File: src/rtl/cc_sat_counter.sv
// Saturating error tally. inc and clr together restart the tally at one.
module cc_sat_counter #(
    parameter int unsigned ERR_WIDTH = 8
) (
    input  logic                 clk,
    input  logic                 reset,
    input  logic                 inc,
    input  logic                 clr,
    output logic [ERR_WIDTH-1:0] count
);

    logic [ERR_WIDTH-1:0] cnt_q, cnt_d;

    always_comb begin
        cnt_d = cnt_q;
        if (inc && clr) begin
            cnt_d = ERR_WIDTH'(1);
        end else if (inc) begin
            if (cnt_q != '1) cnt_d = cnt_q + ERR_WIDTH'(1);
        end else if (clr) begin
            cnt_d = '0;
        end
    end

    always_ff @(posedge clk) begin
        if (reset) cnt_q <= '0;
        else       cnt_q <= cnt_d;
    end

    assign count = cnt_q;

endmodule

File: config.mk
export PLATFORM = sky130hd
export DESIGN_NAME = cc_sat_counter
export DESIGN_NICKNAME = d
export VERILOG_FILES = /design/src/rtl/cc_sat_counter.sv
export SDC_FILE = /design/constraint.sdc
export NUM_CORES = 1
export LEC_CHECK = 0
export ABC_CLOCK_PERIOD_IN_PS = 2250
export CORE_AREA = 4 4 41 43
export CTS_BUF_LIST = sky130_fd_sc_hd__clkbuf_8
export DETAILED_ROUTE_END_ITERATION = 7
export DIE_AREA = 0 0 45 47
export PLACE_DENSITY = 0.58
export SKIP_LAST_GASP = 1
export SYNTH_ARGS = -nofsm -noshare
export SYNTH_HDL_FRONTEND = slang
export SYNTH_SLANG_ARGS = --single-unit
File: constraint.sdc
create_clock -name clk -period 2.25 [get_ports clk]
set_input_delay 0.45 -clock clk [delete_from_list [all_inputs] [get_ports clk]]
set_output_delay 0.45 -clock clk [all_outputs]
set_load 0.02 [all_outputs]
-- After elaboration in Yosys (flattened, before gate mapping)
Index checks and enable logic that the tools add are counted.
- input bits: 4
- bits in registers: 8
- add/subtract/negate cells: 1
- eq/ne operators: 3
- reductions and logical operators: 6
- muxes and demuxes: 4
- operators with widths (operator ; count):
    $mux 8 ; 3
    $add 8x1->8 const B ; 1
    $ne 8x8->1 const B ; 1
    $reduce_and 2->1 ; 2
    $ne 3x1->1 const B ; 1
    $reduce_bool 3->1 ; 1
    $ne 2x1->1 const B ; 1
    $reduce_bool 2->1 ; 1
    $reduce_or 2->1 ; 1
    $logic_and 1x1->1 ; 1
    $mux 1 ; 1

-- Longest topological paths before layout
- word-level depth: 4
- gate-level depth with buffers: 5

-- Worst setup path after synthesis
No wires, ideal clock.
- path type: register to register
- start: register cnt_q[0] (netlist: count[0])
- end: register cnt_q[5] (netlist: count[5])
- setup slack: 0.624 ns
- required time: 2.180 ns
- data arrival time: 1.557 ns
- period minus slack after synthesis: 1.626 ns
- setup time: 0.070 ns
- stages on the path, launching flop included: 6
- cell sequence: dfxtp_1 -> ha_1 -> nand4_1 -> o22ai_1 -> or4_1 -> a21oi_1
- cells in the longest elaborated chain, start to end: 3
- elaborated cells between the ends (all ways): 6
- classes of those cells: add/sub: 1; eq/ne: 2; mux: 2; reduce/logical: 1
- ends and longest elaborated chain (what ; line ; text):
    start: declaration ; 12 ; logic [ERR_WIDTH-1:0] cnt_q, cnt_d;
    start signal: assignment ; 27 ; else cnt_q <= cnt_d;
    $add 8x1->8 / $ne 8x8->1 (equally long branches) ; 19 ; if (cnt_q != '1) cnt_d = cnt_q + ERR_WIDTH'(1);
    $mux 8 / $ne 2x1->1 (equally long branches) ; -- ;
    $mux 8 / $reduce_and 2->1 (equally long branches) ; -- ;
Parallel ways exist; a longest one is shown, timed or not. The select of a mux whose other input is x is not followed.
A chain may end at the register's enable or synchronous reset.

-- Worst setup path in the final report
- start: input inc
- end: register cnt_q[5] (netlist: count[5])
- cells in the longest elaborated chain, start to end: 2
- elaborated cells between the ends (all ways): 6
- classes of those cells: eq/ne: 1; mux: 1; reduce/logical: 4
- ends and longest elaborated chain (what ; line ; text):
    start: declaration ; 7 ; input logic inc,
    $ne 2x1->1 (no source line), or another cell as far along ; -- ;
    $reduce_and 2->1 (no source line) / $reduce_or 2->1 (equally long branches) ; -- ;
Parallel ways exist; a longest one is shown, timed or not.

==> reports/metrics.cfg <==
[yosys]
synthesis.instances = 53
synth.cell_area_um2 = 440
synth-warning-count = 0
synth_sequential_area_ratio_pct = 36.4
syn_area_per_cell_um2 = 8.31
synth_edf_count = 0
post_synth_num_cell_types = 27
synthesis.nets = 58
ys_async_sr_fraction_pct = 0
postSynthRegisterBits = 8
ys.flop_type = sky130_fd_sc_hd__dfxtp_1

[power]
portion_of_total_power_attributed_to_the_clock_network_pct = 48.5
powerDensity_nw_per_um2 = 588
share_of_total_power_in_combinational_logic_pct = 9.7
power_leakage_nw = 0.211
swShare_pct = 22.0
internal-power_mw = 0.278
peakVddDrop_v = 0.000367
seq_power_share_pct = 41.7
switchingPower_mw = 0.0781

[global_routing]
number_of_global_route_vias_before_repair = 404
grt_max_degree = 11
groute.usage.overall_pct = 11.9
antenna_found_initial = 0
grt_remaining_overflow = 0
grt_first_pass_wirelength_um = 1760

[placement]
place_congestion = 0.772
placement.io_buffers = 11
setup_slack_after_placement_ns = 0.219
detailedPlacementHpwl_um = 809

[timing]
layout_worst_path_cycle_share_pct = 81.3
timing.final.ws_setup_ns = 0.420
layout_min_cycle_time_ns = 1.83
tns_ns = 0
timing.slew.headroom_pct = 76.9
setup_viol = 0
maxClockFrequency_mhz = 546
final-max-slew-violation-count = 0
hold_violations = 0
timing.clock.skew_ns = 0.00161
whs_ns = 0.558
transition_time_at_the_pin_with_the_least_slew_margin_ns = 0.345
grt_setup_unrepaired = false

[clock_tree]
cts_inserted_buffers = 3
clock_tree_from_tritoncts = built
cts_resized = 0
cts_setup_buffers = 0
cts.reportedPaths.clkPinSlew_ns = 0.04
cts-htree-levels = 1
numClockSinks = 8
cts_hold_buffers = 0
clockRootBuffer = sky130_fd_sc_hd__clkbuf_8
cts_buffer_depth = 2
clk-insertion-delay-late_ns = 0.23

[routing]
num_vias = 462
drt_drc_violations_left = 0
routed_via_density = 5.70
wirelength_um = 1110
count_of_tritonroute_iterations_in_the_first_routing_pass = 4
drc_violation_total_after_the_first_tritonroute_iteration = 8
avgRoutedWirePerCell_um = 13.7
postRouteAntennaNets = 0

[worst_hold_path]
startpoint_of_the_tightest_hold_check_path = count[3]
hold_end = count[3]
whs_path_depth = 2
hold_path.class = register to register

[die]
die_h_um = 47
core_area_um2 = 1300
design.portCount = 12
floorplan.rows = 13
die_width_um = 45
floorplan.initialDensity_pct = 33.8
floorplan.die_area_um2 = 2120

[critical_path]
cell_with_the_largest_stage_delay_on_the_worst_path = sky130_fd_sc_hd__clkdlybuf4s50_1
worstReg2RegEnd = count[5]
bufs_and_invs_on_worst_path = 1
path_delay_family = simple AND/OR/NAND/NOR gates
critical_path_cell_count = 5
cp.arrival_ns = 1.99
path_cells = clkdlybuf4s50_1 > nand4_1 > o22ai_1 > or4_1 > a21oi_1
timing_worst_setup_path_type = input pin to register
required_ns = 2.41
rr_worst_depth = 5
cp-end-kind = register
crit_path_max_incr_delay_ns = 0.58
rr_startpoint = count[0]
worst_setup_path_start_kind = input pin
worst_setup_path_startpoint = inc
crit_fanout = 10
r2r_setup_slack_ns = 0.57

[run_status]
status = complete, no violations

[cells_and_area]
final_layout_size_suffix_gt1_share_pct = 10.6
final_nets = 73
layout.filler_cells = 142
flip_flop_count_of_the_largest_register_after_layout = 8
area_growth_syn_to_layout_pct = 37.5
diodes = 0
layout_common_cells = 11 x sky130_fd_sc_hd__clkdlybuf4s50_1, 8 x sky130_fd_sc_hd__dfxtp_1, 7 x sky130_fd_sc_hd__nor2_1
most_common_library_cell_in_the_layout_ignoring_fill_and_taps = sky130_fd_sc_hd__clkdlybuf4s50_1

[run]
max_cap_violations = 0

routing by layer:
layer,part of all wire [%],track usage [%],up-vias
li1,-,-,233
met4,1.1,5.26,0
met3,6.8,5.75,2
met5,0,0,-
met1,49,15.0,214
met2,43,17.2,13
how the worst max path moves through the flow:
stage          endpoint
2_1_floorplan  count[5]
3_3_place_gp   count[5]
3_5_place_dp   count[5]
4_1_cts        count[5]
5_1_grt        count[5]
6_report       count[5]
synthesized netlist by cell type, types with 2 or more instances:
cell / count / area [um^2]
sky130_fd_sc_hd__nand4_1: 2 / 12.5
sky130_fd_sc_hd__a2bb2oi_1: 2 / 17.5
sky130_fd_sc_hd__nand3_1: 3 / 15.0
sky130_fd_sc_hd__o31ai_1: 2 / 15.0
sky130_fd_sc_hd__nand2_2: 2 / 12.5
sky130_fd_sc_hd__nor2_1: 7 / 26.3
sky130_fd_sc_hd__o211ai_1: 2 / 15.0
sky130_fd_sc_hd__a21o_1: 2 / 15.0
sky130_fd_sc_hd__nand2_1: 2 / 7.51
sky130_fd_sc_hd__a21oi_1: 2 / 10.0
sky130_fd_sc_hd__or4_1: 3 / 22.5
sky130_fd_sc_hd__o21ai_0: 2 / 10.0
sky130_fd_sc_hd__dfxtp_1: 8 / 160
tightest hold or removal path, delay by kind of cell (launching register included):
family,cells,cell delay [ns]
AO/OA/AOI/OAI,1,0.10
AND/OR/NAND/NOR,1,0.05
flip-flops,1,0.36
area by class of cell:
class	count	area, um^2	share of cell area, %
multi-input cells	43	272	44.8
flip-flops and latches	8	160	26.4
repair buffers	11	110	18.2
clock buffers	3	41.3	6.82
well taps	15	18.8	3.10
inverters	1	3.75	0.620
kinds of logic after synthesis:
| family | share of synthesized area [%] |
|---|---|
| adder cells (fa/ha/maj) | 2.84 |
| AO/OA/AOI/OAI | 29.3 |
| flip-flops | 36.4 |
| AND/OR/NAND/NOR | 27.6 |
| XOR/XNOR | 1.99 |
| buffers and inverters | 1.99 |
per-stage QoR:
stage          std cells  cell area (um^2)  util [%]  power, mW
3_3_place_gp          78               564      43.4      0.185
3_5_place_dp          78               564      43.4      0.185
2_1_floorplan         53               440         -      0.170
6_report              81               606      46.5      0.356
5_1_grt               81               606      46.5      0.372
4_1_cts               81               606      46.5      0.362
power by group through the flow:
stage	logic (mW)	clock network, mW	registers [mW]
2_1_floorplan	0.0169	0	0.153
5_1_grt	0.0380	0.185	0.148
3_5_place_dp	0.0343	0	0.151
3_3_place_gp	0.0345	0	0.151
6_report	0.0346	0.173	0.149
4_1_cts	0.0348	0.179	0.148
No activity file was read; power rests on OpenSTA's default activity.
